--- config.mk ---
export PLATFORM = sky130hd
export DESIGN_NAME = pc_call_stack_flat
export DESIGN_NICKNAME = d
export VERILOG_FILES = /design/src/rtl/pc_call_stack_if.sv /design/src/rtl/pc_call_stack.sv /design/src/flat_wrapper.sv
export SDC_FILE = /design/constraint.sdc
export NUM_CORES = 1
export LEC_CHECK = 0
export BUFFER_PORTS_ARGS = -buffer_cell sky130_fd_sc_hd__buf_2
export CAP_MARGIN = 20
export CORE_ASPECT_RATIO = 1.4
export CORE_UTILIZATION = 57
export DETAILED_ROUTE_END_ITERATION = 7
export MAX_ROUTING_LAYER = met4
export PLACE_DENSITY_LB_ADDON = 0.2
export RECOVER_POWER = 100
export SYNTH_ARGS = -nofsm -noshare
export SYNTH_HDL_FRONTEND = slang
export SYNTH_SLANG_ARGS = --single-unit
--- constraint.sdc ---
create_clock -name clk -period 4 [get_ports clk]
set_input_delay 0.8 -clock clk [delete_from_list [all_inputs] [get_ports clk]]
set_output_delay 0.8 -clock clk [all_outputs]
set_load 0.05 [all_outputs]
--- src/rtl/pc_call_stack_if.sv ---
// Bus/control bundle between the control sequencer and pc_call_stack.
// Optional feature macro: PC_REL_EN adds the 'rel' strobe.
interface pc_call_stack_if #(
    parameter int WIDTH = 4,
    parameter int DEPTH = 4
);
    localparam int SPW = $clog2(DEPTH + 1);

    logic             clr_n;
    logic             lp;
    logic             cp;
    logic             ep;
    logic             call;
    logic             ret;
`ifdef PC_REL_EN
    logic             rel;
`endif
    logic [WIDTH-1:0] din;
    logic [WIDTH-1:0] dout;
    logic [WIDTH-1:0] dout_oe;
    logic [WIDTH-1:0] pc;
    logic [SPW-1:0]   sp;
    logic             full;
    logic             empty;
    logic             ovf;
    logic             unf;

    // Sequencer side: drives strobes and bus data, observes PC state.
    modport master (
        output clr_n, lp, cp, ep, call, ret,
`ifdef PC_REL_EN
        output rel,
`endif
        output din,
        input  dout, dout_oe, pc, sp, full, empty, ovf, unf
    );

    // Program-counter side.
    modport slave (
        input  clr_n, lp, cp, ep, call, ret,
`ifdef PC_REL_EN
        input  rel,
`endif
        input  din,
        output dout, dout_oe, pc, sp, full, empty, ovf, unf
    );
endinterface

--- src/rtl/pc_call_stack.sv ---
// Parametrised program counter with load/count/bus drive and a hardware
// call/return stack. Optional feature macro: PC_REL_EN (relative jump, pc+sext(din)).
module pc_call_stack #(
    parameter int               WIDTH     = 4,
    parameter int               DEPTH     = 4,
    parameter logic [WIDTH-1:0] RESET_VAL = '0
) (
    input  logic                    clk,
    input  logic                    rst_n,
    pc_call_stack_if.slave          bus
);
    localparam int SPW = $clog2(DEPTH + 1);
    localparam int AW  = (DEPTH > 1) ? $clog2(DEPTH) : 1;
    localparam logic [SPW-1:0]   SP_ONE  = SPW'(1);
    localparam logic [SPW-1:0]   SP_FULL = SPW'(DEPTH);
    localparam logic [WIDTH-1:0] PC_ONE  = WIDTH'(1);

    logic [WIDTH-1:0] r_pc;
    logic [SPW-1:0]   r_sp;
    logic             r_ovf;
    logic             r_unf;
    logic [WIDTH-1:0] r_stack [DEPTH];

    logic [WIDTH-1:0] w_pc_next;
    logic [SPW-1:0]   w_sp_next;
    logic             w_ovf_next;
    logic             w_unf_next;
    logic             w_push;
    logic             w_full;
    logic             w_empty;
    logic [WIDTH-1:0] w_pc_inc;
    logic [SPW-1:0]   w_sp_m1;
    logic [AW-1:0]    w_wr_idx;
    logic [AW-1:0]    w_rd_idx;

    assign w_full   = (r_sp == SP_FULL);
    assign w_empty  = (r_sp == '0);
    assign w_pc_inc = r_pc + PC_ONE;       // wraps modulo 2^WIDTH
    assign w_sp_m1  = r_sp - SP_ONE;
    // sp never reaches DEPTH on a push, and is >=1 on a pop, so truncation is safe
    assign w_wr_idx = r_sp[AW-1:0];
    assign w_rd_idx = w_sp_m1[AW-1:0];

    // Next-state selection following the fixed action priority; rejected call/ret stops here.
    always_comb begin
        w_pc_next  = r_pc;
        w_sp_next  = r_sp;
        w_ovf_next = r_ovf;
        w_unf_next = r_unf;
        w_push     = 1'b0;
        if (!bus.clr_n) begin
            w_pc_next  = RESET_VAL;
            w_sp_next  = '0;
            w_ovf_next = 1'b0;
            w_unf_next = 1'b0;
        end else if (bus.call && bus.ret) begin
            w_ovf_next = 1'b1;
            w_unf_next = 1'b1;
        end else if (bus.call) begin
            if (w_full) begin
                w_ovf_next = 1'b1;
            end else begin
                w_push    = 1'b1;
                w_sp_next = r_sp + SP_ONE;
                w_pc_next = bus.din;
            end
        end else if (bus.ret) begin
            if (w_empty) begin
                w_unf_next = 1'b1;
            end else begin
                w_sp_next = w_sp_m1;
                w_pc_next = r_stack[w_rd_idx];
            end
        end else if (bus.lp) begin
            w_pc_next = bus.din;
`ifdef PC_REL_EN
        end else if (bus.rel) begin
            // modular add of the raw bits equals adding the sign-extended offset
            w_pc_next = r_pc + bus.din;
`endif
        end else if (bus.cp) begin
            w_pc_next = w_pc_inc;
        end
    end

    // PC, stack pointer and sticky error flags.
    always_ff @(posedge clk or negedge rst_n) begin
        if (!rst_n) begin
            r_pc  <= RESET_VAL;
            r_sp  <= '0;
            r_ovf <= 1'b0;
            r_unf <= 1'b0;
        end else begin
            r_pc  <= w_pc_next;
            r_sp  <= w_sp_next;
            r_ovf <= w_ovf_next;
            r_unf <= w_unf_next;
        end
    end

    // Return-address storage; contents are don't-care after reset, so no reset here.
    always_ff @(posedge clk) begin
        if (w_push && rst_n) begin
            r_stack[w_wr_idx] <= w_pc_inc;
        end
    end

    assign bus.dout    = bus.ep ? r_pc : '0;
    assign bus.dout_oe = {WIDTH{bus.ep}};
    assign bus.pc      = r_pc;
    assign bus.sp      = r_sp;
    assign bus.full    = w_full;
    assign bus.empty   = w_empty;
    assign bus.ovf     = r_ovf;
    assign bus.unf     = r_unf;
endmodule

--- src/flat_wrapper.sv ---
// flat-port wrapper written by rule: the top's interface ports become plain ports
module pc_call_stack_flat 
#(
    parameter int               WIDTH     = 4,
    parameter int               DEPTH     = 4,
    parameter logic [WIDTH-1:0] RESET_VAL = '0
)
  (clk, rst_n, bus_clr_n, bus_lp, bus_cp, bus_ep, bus_call, bus_ret, bus_din, bus_dout, bus_dout_oe, bus_pc, bus_sp, bus_full, bus_empty, bus_ovf, bus_unf);
  pc_call_stack_if #(.WIDTH(WIDTH), .DEPTH(DEPTH)) bus_i ();
  input  logic clk;
  input  logic rst_n;
  input wire logic [$bits(bus_i.clr_n)-1:0] bus_clr_n;
  input wire logic [$bits(bus_i.lp)-1:0] bus_lp;
  input wire logic [$bits(bus_i.cp)-1:0] bus_cp;
  input wire logic [$bits(bus_i.ep)-1:0] bus_ep;
  input wire logic [$bits(bus_i.call)-1:0] bus_call;
  input wire logic [$bits(bus_i.ret)-1:0] bus_ret;
  input wire logic [$bits(bus_i.din)-1:0] bus_din;
  output wire logic [$bits(bus_i.dout)-1:0] bus_dout;
  output wire logic [$bits(bus_i.dout_oe)-1:0] bus_dout_oe;
  output wire logic [$bits(bus_i.pc)-1:0] bus_pc;
  output wire logic [$bits(bus_i.sp)-1:0] bus_sp;
  output wire logic [$bits(bus_i.full)-1:0] bus_full;
  output wire logic [$bits(bus_i.empty)-1:0] bus_empty;
  output wire logic [$bits(bus_i.ovf)-1:0] bus_ovf;
  output wire logic [$bits(bus_i.unf)-1:0] bus_unf;
  assign bus_i.clr_n = bus_clr_n;
  assign bus_i.lp = bus_lp;
  assign bus_i.cp = bus_cp;
  assign bus_i.ep = bus_ep;
  assign bus_i.call = bus_call;
  assign bus_i.ret = bus_ret;
  assign bus_i.din = bus_din;
  assign bus_dout = bus_i.dout;
  assign bus_dout_oe = bus_i.dout_oe;
  assign bus_pc = bus_i.pc;
  assign bus_sp = bus_i.sp;
  assign bus_full = bus_i.full;
  assign bus_empty = bus_i.empty;
  assign bus_ovf = bus_i.ovf;
  assign bus_unf = bus_i.unf;
  pc_call_stack #(.WIDTH(WIDTH), .DEPTH(DEPTH), .RESET_VAL(RESET_VAL)) u_core (.clk(clk), .rst_n(rst_n), .bus(bus_i));
endmodule
After elaboration in Yosys (flattened, before gate mapping):

Memory sizes are Yosys's and may differ from the RTL's.
Index checks and enable logic that the tools add are counted.

* register bits: 9
* memories: 1
* output and inout bits: 19
* bits in writable memories: 16

Memories
* u_core.r_stack: words 4, width 4, rd ports 1, clocked after Yosys merged registers in 0, write ports 1, line pc_call_stack.sv:22 `logic [WIDTH-1:0] r_stack [DEPTH];`

* $add $sub $neg: 3
* reductions and logical operators: 7
* muxes and demuxes: 30
* equal/unequal tests: 12

Operators with widths (number)
* $mux W4: 9
* $mux W3: 6
* $mux W1: 15
* $ne A3 B1 Y1 const B: 5
* $reduce_and A4 Y1: 2
* $ne A3 B3 Y1 const B: 2
* $ne A5 B1 Y1 const B: 1
* $add A4 B1 Y4 const B: 1
* $ne A4 B4 Y1 const B: 1
* $add A3 B1 Y3 const B: 1
* $eq A3 B3 Y1 const B: 1
* $logic_not A3 Y1: 1
* $ne A3 B2 Y1 const B: 1
* $reduce_and A3 Y1: 1
* $sub A3 B1 Y3 const B: 1
* $logic_and A1 B1 Y1: 2
* $ne A2 B2 Y1 const B: 1
* $reduce_and A2 Y1: 1

Longest topological paths before layout:

Gate-level depths: netlist of the first run.

* word-level depth: 8
* gate-level depth with buffers: 7

Worst setup path after synthesis of the first run:

Ideal clock, no wire load.

* path type: reg2out
* start: register u_core.r_sp[0] (netlist: u_core.bus.sp[0])
* end: output bus_empty
* slack: 1.328 ns
* data arrival time: 1.872 ns
* cell stages (with the launch flop): 5
* path through: dfrtp_1 buf_2 inv_1 ha_1 nor2b_1

* longest elaborated chain between the ends: 1

RTL lines
* start, declared: line pc_call_stack.sv:19 `logic [SPW-1:0] r_sp;`
* start signal, assigned: line pc_call_stack.sv:95 `r_sp <= w_sp_next;`
* $logic_not A3 Y1: line pc_call_stack.sv:37 `assign w_empty = (r_sp == '0);`
* end, declared: line flat_wrapper.sv:24 `output wire logic [$bits(bus_i.empty)-1:0] bus_empty;`

Every way passes these cells.

Final worst setup path of the first run:

* start: register u_core.r_sp[0] (netlist: u_core.bus.sp[0])
* end: output bus_full

* longest elaborated chain between the ends: 1

RTL lines
* $eq A3 B3 Y1: line pc_call_stack.sv:36 `assign w_full = (r_sp == SP_FULL);`
* end, declared: line flat_wrapper.sv:23 `output wire logic [$bits(bus_i.full)-1:0] bus_full;`

Every way passes these cells.

==> flow_summary.json, run 1 <==
{
  "busiest_layer": "met2",
  "grtUsageMet1_pct": 28.86,
  "syn2layout_area_growth_pct": 8.516,
  "r2r_cells": 6,
  "synthesis.area_mm2": 0.001366,
  "worstSetupStartpoint": "u_core.bus.sp[0]$_DFFE_PN0P_",
  "first_pass_iters": 6,
  "cts.sinks": 25,
  "die_area_mm2": 0.002600,
  "drv_slew": 0,
  "diodes": 0,
  "ant_nets": 0,
  "grt_pass1_wl_um": 4174,
  "vias_per_cell": 5.839,
  "synth-main-ff-cell": "edfxtp_1",
  "postSynthCellCount": 114,
  "yosys_warnings": 0,
  "fin_nets": 158,
  "dpl.hpwl_um": 2012,
  "numPlacedInstances": 157,
  "initial_core_util_pct": 61.35,
  "violations": "design-rule violations",
  "synth_edf_count": 16,
  "path_clk_slew_ns": 0.15,
  "total_power_uw": 892.0,
  "cts_buffers": 3,
  "vias": 940,
  "clk_latency_ns": 0.32,
  "core_mm2": 0.002227,
  "place_ws_ns": 1.785,
  "antenna_found_initial": 0,
  "crit_required_ns": 3.20,
  "syn_nets": 132,
  "htreeDepth": 1,
  "mostFrequentLayoutCell": "clkbuf_1",
  "critPathKind": "reg -> out",
  "synth-seq-cells": 25,
  "place_area_mm2": 0.001481,
  "place_congestion": 0.8406,
  "reg2reg_to": "u_core.bus.pc[1]$_DFFE_PN0P_",
  "drive_gt1_share_pct": 15.83,
  "skew_ns": 0.004324,
  "route.detailed.drc": 2,
  "globalRouteTotalUtil_pct": 23.26,
  "io_buffers": 30,
  "fin_crit_sh_pct": 69.08,
  "cp-start-kind": "flop",
  "grt_max_degree": 17,
  "cp_max_fo": 9,
  "die_x_um": 43.38,
  "power_density_mw_per_mm2": 601.6,
  "cp-end-kind": "output port",
  "worstReg2RegStart": "u_core.bus.sp[0]$_DFFE_PN0P_",
  "grt_overflow": 0,
  "irDropWorstVdd_v": 0.0003773,
  "dr.first_iter.drc_count": 26,
  "setup_viol": 0,
  "rsz0062_at_grt": "no",
  "async_flop_share_pct": 36.00,
  "hp-class": "in -> async",
  "slew-limit-headroom_pct": 60.35,
  "whs_ns": 0.4181,
  "final_cell_mix": "clkbuf_1, edfxtp_1, nand2_1, buf_2, dfrtp_1",
  "nFillCells": 199,
  "routed_wl_um": 2611,
  "worst_slack_ns": 1.237,
  "cts_root_buffer": "clkbuf_4",
  "drv_cap": 0,
  "worst-r2r-setup-slack_ns": 1.63,
  "cts_hold_buf": 0,
  "ys_types": 34,
  "worst-slew-pin-transition_ns": 0.5973,
  "final_area_mm2": 0.001483,
  "grtUsageMet3_pct": 1.813,
  "cts_setup_buffers": 0,
  "arrival_ns": 1.96,
  "cts_resized": 0,
  "crit_end": "bus_full",
  "io_pins": 31,
  "leakage_nw": 0.5697,
  "instances_no_fill": 161,
  "die_h_um": 59.93,
  "syn_avg_cell_area_um2": 11.99,
  "status": "finished with violations",
  "row_count": 20,
  "grtUsageMet2_pct": 39.39,
  "fmax_ghz": 0.3619,
  "first_global_vias": 890,
  "hold_viol": 0,
  "cts_tree": "built",
  "yosysSeqAreaShare_pct": 51.65,
  "routedWlPerCell_um": 16.22,
  "utilization_pct": 66.57,
  "setup_tns_ns": 0,
  "timing.final.crit_period_ns": 2.763,
  "ctsLongestPathBuffers": 2
}
-- power breakdown --
part | switching, mW | leakage [nW] | internal [mW]
combinational | 0.282 | 0.292 | 0.121
sequential | 0.0441 | 0.260 | 0.322
clock | 0.0820 | 0.0183 | 0.0407
total | 0.408 | 0.570 | 0.484
-- sequential cells by signal (all words and copies together) (netlist names) --
signal          cells
u_core.bus.sp       3
u_core.bus.ovf      1
u_core.r_stack     16
u_core.bus.unf      1
u_core.bus.pc       4
-- routing by layer --
metal / routed length, um / vias up
met5: 0 / -
met4: 20 / 0
met3: 109 / 2
met2: 1361 / 29
met1: 1120 / 457
li1: - / 452
-- kinds of logic (layout without fill, tap and decap cells) --
family	count (synthesis)	count (layout)	synth area share, %
AOI/OAI and AO/OA	19	19	10.16
xor gates and xnor gates	5	5	3.206
adders and majority gates	6	6	5.494
buffers and inverters	13	38	5.677
DFF	25	25	51.65
muxes	7	7	8.975
and+or+nand+nor	39	39	14.84
-- final cells by class --
type | instances | area (um^2) | area share [%]
flip-flops and latches | 25 | 705.7 | 47.60
multi-input cells | 76 | 578.1 | 38.99
repair buffers | 30 | 125.1 | 8.439
inverters | 4 | 15.01 | 1.013
clock inverters | 1 | 8.758 | 0.5907
well taps | 22 | 27.53 | 1.857
clock buffers | 3 | 22.52 | 1.519
-- how the worst min path moves through the flow --
| stage | startpoint | to | slack, ns | cells after the start |
|---|---|---|---|---|
| 6_report | rst_n | u_core.bus.sp[0]$_DFFE_PN0P_ | 0.42 | 1 |
| 5_1_grt | rst_n | u_core.bus.sp[2]$_DFFE_PN0P_ | 0.44 | 1 |
| 4_1_cts | rst_n | u_core.bus.ovf$_DFFE_PN0P_ | 0.30 | 1 |
| 3_5_place_dp | u_core.bus.ovf$_DFFE_PN0P_ | u_core.bus.ovf$_DFFE_PN0P_ | 0.47 | 1 |
| 3_3_place_gp | u_core.bus.ovf$_DFFE_PN0P_ | u_core.bus.ovf$_DFFE_PN0P_ | 0.48 | 1 |
| 2_1_floorplan | rst_n | u_core.bus.ovf$_DFFE_PN0P_ | 0.50 | 0 |
-- worst max-delay path: stages (launching register included) --
cell and delay, ns:
dfrtp_1 0.55, inv_1 0.19, ha_1 0.21, and2_0 0.19, clkbuf_1 0.49
-- synth_stat cells (2+ instances only) --
cell	number	share of area, %
a31oi_1	2	0.92
and2_1	10	4.6
buf_2	2	0.73
buf_4	5	2.7
dfrtp_1	9	16
edfxtp_1	16	35
ha_1	6	5.5
inv_1	4	1.1
mux2_2	2	1.6
mux4_2	4	6.6
nand2_1	10	2.7
nand2b_1	3	1.4
nand3_1	2	0.73
nor2_1	5	1.4
nor2b_1	3	1.4
nor3_1	3	1.1
o211ai_1	3	1.6
o21a_1	2	1.1
o21ai_0	5	1.8
xnor2_1	3	1.9
xor2_1	2	1.3
Note: power is estimated with default switching activity, not from simulation.
==> run 2: changes to the inputs <==
--- a/config.mk
+++ b/config.mk
@@ -8,7 +8,7 @@
 export BUFFER_PORTS_ARGS = -buffer_cell sky130_fd_sc_hd__buf_2
 export CAP_MARGIN = 20
 export CORE_ASPECT_RATIO = 1.4
-export CORE_UTILIZATION = 57
+export CORE_UTILIZATION = 48
 export DETAILED_ROUTE_END_ITERATION = 7
 export MAX_ROUTING_LAYER = met4
 export PLACE_DENSITY_LB_ADDON = 0.2
==> constraint.sdc (replaced) <==
create_clock -name clk -period 2.4 [get_ports clk]
set_input_delay 0.48 -clock clk [delete_from_list [all_inputs] [get_ports clk]]
set_output_delay 0.48 -clock clk [all_outputs]
set_load 0.05 [all_outputs]
==> run 2 against run 1 <==
Against the previous run: the run now ends clean; worst hold slack worse by 0.0074 ns; sequential cell count unchanged; core utilization down 9.7 points; count of clock-buffer cells in the layout unchanged; clock skew down 0.0026 ns; total power up 67%; critical path depth unchanged; die area up 18%; final cell count up 9.3%; clock power up 58%.
==> flow_summary.json, run 2 (same netlist as run 1, synthesis figures left out) <==
{
  "timing.final.crit_period_ns": 2.232,
  "min-delay-start": "bus_din[0]",
  "cts_root_buffer": "clkbuf_4",
  "slew-limit-headroom_pct": 60.21,
  "reg2reg_to": "u_core.bus.pc[1]$_DFFE_PN0P_",
  "fmax_ghz": 0.4480,
  "worst_slack_ns": 0.1681,
  "place_ws_ns": 0.3600,
  "cp_slowest_cell": "dfrtp_2",
  "hp-class": "in -> reg",
  "cts_resized": 0,
  "mostFrequentLayoutCell": "clkbuf_1",
  "min_to": "u_core.bus.pc[0]$_DFFE_PN0P_",
  "routed_wl_um": 2711,
  "worst-slew-pin-transition_ns": 0.5994,
  "arrival_ns": 1.75,
  "syn2layout_area_growth_pct": 11.08,
  "antenna_found_initial": 0,
  "r2r_cells": 6,
  "crit_chain": "inv_1 -> ha_1 -> and2_0 -> buf_2",
  "diodes": 0,
  "drive_gt1_share_pct": 18.57,
  "nFillCells": 255,
  "cp-start-kind": "flop",
  "routedWlPerCell_um": 15.40,
  "dpl.hpwl_um": 2141,
  "cts_buffers": 3,
  "worstSetupStartpoint": "u_core.bus.sp[0]$_DFFE_PN0P_",
  "io_pins": 31,
  "worst-r2r-setup-slack_ns": 0.29,
  "ant_nets": 0,
  "worstReg2RegStart": "u_core.bus.sp[0]$_DFFE_PN0P_",
  "core_mm2": 0.002670,
  "irDropWorstVdd_v": 0.0006658,
  "cts_setup_buffers": 0,
  "skew_ns": 0.001748,
  "leakage_nw": 0.5764,
  "die_h_um": 65.13,
  "cts.sinks": 25,
  "hold-path-cell-count": 3,
  "fin_crit_sh_pct": 93.00,
  "hold_viol": 0,
  "top_register": "u_core.r_stack",
  "slowest_delay_ns": 0.52,
  "place_congestion": 0.8388,
  "multi_input_area_um2": 583.1,
  "die_x_um": 47.09,
  "rsz0062_at_grt": "no",
  "vias": 941,
  "drv_cap": 0,
  "initial_core_util_pct": 51.17,
  "grt_overflow": 0,
  "setup_viol": 0,
  "grt_pass1_wl_um": 4416,
  "first_global_vias": 913,
  "ctsLongestPathBuffers": 2,
  "clk_latency_ns": 0.32,
  "row_count": 22,
  "globalRouteTotalUtil_pct": 21.92,
  "die_area_mm2": 0.003067,
  "fin_nets": 159,
  "grt_max_degree": 16,
  "route.detailed.drc": 0,
  "largest_reg_flops": 16,
  "critPathKind": "reg -> out",
  "seq_area_um2": 706.9,
  "first_pass_iters": 4,
  "vias_per_cell": 5.347,
  "htreeDepth": 1,
  "cp_max_fo": 9,
  "status": "finished clean",
  "setup_tns_ns": 0,
  "cp-end-kind": "output port",
  "final_cell_mix": "clkbuf_1, edfxtp_1, buf_2",
  "crit_required_ns": 1.92,
  "power_density_mw_per_mm2": 979.9,
  "io_buffers": 30,
  "path_clk_slew_ns": 0.14,
  "cts_tree": "built",
  "total_power_mw": 1.487,
  "drv_slew": 0,
  "dr.first_iter.drc_count": 39
}
run 2: power by group:
| part | switching (mW) | internal (mW) |
|---|---|---|
| Clock | 0.130 | 0.0638 |
| Combinational | 0.475 | 0.207 |
| Sequential | 0.0719 | 0.539 |
| Total | 0.677 | 0.810 |
run 2: critical path: cells and delay by family (launching register included):
| family | cells | cell delay [ns] |
|---|---|---|
| adders and majority gates | 1 | 0.22 |
| DFF | 1 | 0.52 |
| and+or+nand+nor | 1 | 0.23 |
| buffers and inverters | 2 | 0.45 |
run 2: worst max path at each step:
stage,to,slack (ns)
floorplan,u_core.bus.pc[1]$_DFFE_PN0P_,0.009
global placement,u_core.bus.pc[1]$_DFFE_PN0P_,0.44
detailed placement,u_core.bus.pc[1]$_DFFE_PN0P_,0.36
CTS,bus_empty,0.20
global route,bus_full,0.06
finish,bus_full,0.17
run 2: what timing repair did:
item | CTS | global route
hold buffers | 1 | 0
endpoints found under the setup margin | 0 | 0
endpoints found under the hold margin | 9 | 0
run 2: metrics by stage:
stage	utilization, %	cells	area (um^2)	hold slack (ns)
after floorplan	-	114	1368	0.1844
after detailed placement	56.19	171	1500	0.3552
after CTS	57.69	176	1540	0.4047
after global routing	56.84	176	1518	0.4197
after global placement	56.19	171	1500	0.3489
final	56.84	176	1518	0.4107
run 2: per-layer routing:
layer  share of wire [%]  global-route usage (%)  up-vias
met5                   0                       -        -
met4                 1.9                   10.36        0
met3                 2.6                   1.648        5
met2                  54                   34.90       23
met1                  41                   27.73      459
li1                    -                       -      454
run 2: final cells by class:
class / instances / share of cell area [%]
flip-flops and latches: 25 / 46.58
multi-input cells: 76 / 38.42
repair buffers: 31 / 9.068
well taps: 36 / 2.968
clock buffers: 3 / 1.484
inverters: 4 / 0.9893
clock inverters: 1 / 0.4946
==> run 3: changes to the inputs <==
--- a/config.mk
+++ b/config.mk
@@ -13,6 +13,7 @@
 export MAX_ROUTING_LAYER = met4
 export PLACE_DENSITY_LB_ADDON = 0.2
 export RECOVER_POWER = 100
+export SETUP_SLACK_MARGIN = 0.4
 export SYNTH_ARGS = -nofsm -noshare
 export SYNTH_HDL_FRONTEND = slang
 export SYNTH_SLANG_ARGS = --single-unit
==> run 3 against run 2 <==
Against the previous run: first-iteration DRC count down 23%; total power up 3.6%; die area unchanged; worst hold slack better by 0.0078 ns.
==> flow_summary.json, run 3 (same netlist as run 1, synthesis figures left out) <==
{
  "cp-end-kind": "output port",
  "cts.sinks": 25,
  "grt_overflow": 0,
  "total_power_mw": 1.541,
  "dr.first_iter.drc_count": 30,
  "ctsLongestPathBuffers": 2,
  "vias_per_cell": 5.489,
  "setup_viol": 0,
  "final_area_mm2": 0.001551,
  "rsz0062_at_grt": "no",
  "worst-slew-pin-transition_ns": 0.6034,
  "top_register": "u_core.r_stack",
  "row_count": 22,
  "antenna_found_initial": 0,
  "syn2layout_area_growth_pct": 13.55,
  "place_congestion": 0.8040,
  "fin_nets": 161,
  "critPathKind": "reg -> out",
  "largest_reg_flops": 16,
  "hp-class": "in -> reg",
  "slew-limit-headroom_pct": 59.95,
  "cp-start-kind": "flop",
  "final_cell_mix": "clkbuf_1, edfxtp_1, nand2_1, buf_2, dfrtp_1",
  "cts_buffers": 3,
  "grt_pass1_wl_um": 4471,
  "io_buffers": 30,
  "ant_nets": 0,
  "place_area_mm2": 0.001514,
  "cts_tree": "built",
  "arrival_ns": 1.57,
  "core_mm2": 0.002670,
  "drv_slew": 0,
  "globalRouteTotalUtil_pct": 21.42,
  "clk_latency_ns": 0.33,
  "route.detailed.drc": 0,
  "grt_max_degree": 17,
  "htreeDepth": 1,
  "io_pins": 31,
  "die_x_um": 47.09,
  "power_density_mw_per_mm2": 993.4,
  "mostFrequentLayoutCell": "clkbuf_1",
  "fin_crit_sh_pct": 85.44,
  "crit_required_ns": 1.92,
  "initial_core_util_pct": 51.17,
  "drive_gt1_share_pct": 22.54,
  "routedWlPerCell_um": 15.48,
  "hold_viol": 0,
  "die_h_um": 65.13,
  "cts_root_buffer": "clkbuf_4",
  "status": "finished clean",
  "vias": 977,
  "path_clk_slew_ns": 0.14,
  "skew_ns": 0.009308,
  "worst-r2r-setup-slack_ns": 0.43,
  "die_area_mm2": 0.003067,
  "diodes": 0,
  "setup_tns_ns": 0,
  "drv_cap": 0,
  "cp_max_fo": 4,
  "timing.final.crit_period_ns": 2.051,
  "irDropWorstVdd_v": 0.0005287,
  "routed_wl_um": 2756,
  "leakage_nw": 0.5982,
  "first_global_vias": 997,
  "fmax_ghz": 0.4877,
  "first_pass_iters": 4,
  "dpl.hpwl_um": 2120,
  "nFillCells": 249
}
[run 3: final timing paths]
check,start,endpoint,depth (start not counted)
max in group asynchronous,rst_n,u_core.bus.sp[0]$_DFFE_PN0P_,2
hold reg to reg,u_core.bus.ovf$_DFFE_PN0P_,u_core.bus.ovf$_DFFE_PN0P_,1
setup reg to reg,u_core.bus.sp[1]$_DFFE_PN0P_,u_core.bus.pc[1]$_DFFE_PN0P_,6
hold / removal,bus_din[0],u_core.bus.pc[0]$_DFFE_PN0P_,3
min in group asynchronous,rst_n,u_core.bus.sp[1]$_DFFE_PN0P_,2
setup / recovery,u_core.bus.sp[1]$_DFFE_PN0P_,bus_full,4
[run 3: through the flow]
step           setup slack, ns  hold slack [ns]  util (%)  instances
3_5_place_dp            0.3724           0.3548     56.70        171
2_1_floorplan           0.2425           0.1844         -        114
4_1_cts                 0.4139           0.4198     58.72        177
3_3_place_gp            0.4398           0.3500     56.70        171
6_report                0.3495           0.4185     58.11        178
5_1_grt                 0.2130           0.4394     58.11        178
[run 3: timing repair]
action,CTS,global route
buffers inserted,1,1
pin swaps,0,0
hold endpoints to repair,9,0
endpoints found under the setup margin,3,3
gates resized for setup,2,5
hold buffers,1,0
[run 3: critical path, cell delays in order, from the launching register on]
cell and delay [ns]:
dfrtp_2 0.45, inv_1 0.10, ha_1 0.21, and2_0 0.27, buf_6 0.20
[run 3: area by class of cell]
type	count	area, um^2	area share, %
sequential	25	708.2	45.65
multi-input combinational	76	593.1	38.23
timing repair buffer	33	158.9	10.24
tap	36	45.04	2.903
clock buffer	3	22.52	1.452
inverter	4	15.01	0.9677
clock inverter	1	8.758	0.5645
[run 3: where the power goes]
group / internal [mW] / total [mW] / switching (mW)
Sequential: 0.540 / 0.596 / 0.0558
Combinational: 0.237 / 0.743 / 0.505
Clock: 0.0681 / 0.202 / 0.134
Total: 0.846 / 1.54 / 0.695
[run 3: routing by layer]
metal | vias up | GRT usage (%) | part of all wire, %
li1 | 463 | - | -
met1 | 481 | 26.74 | 41
met2 | 26 | 34.55 | 53
met3 | 7 | 1.648 | 3.2
met4 | 0 | 10.00 | 2.5
met5 | - | - | 0
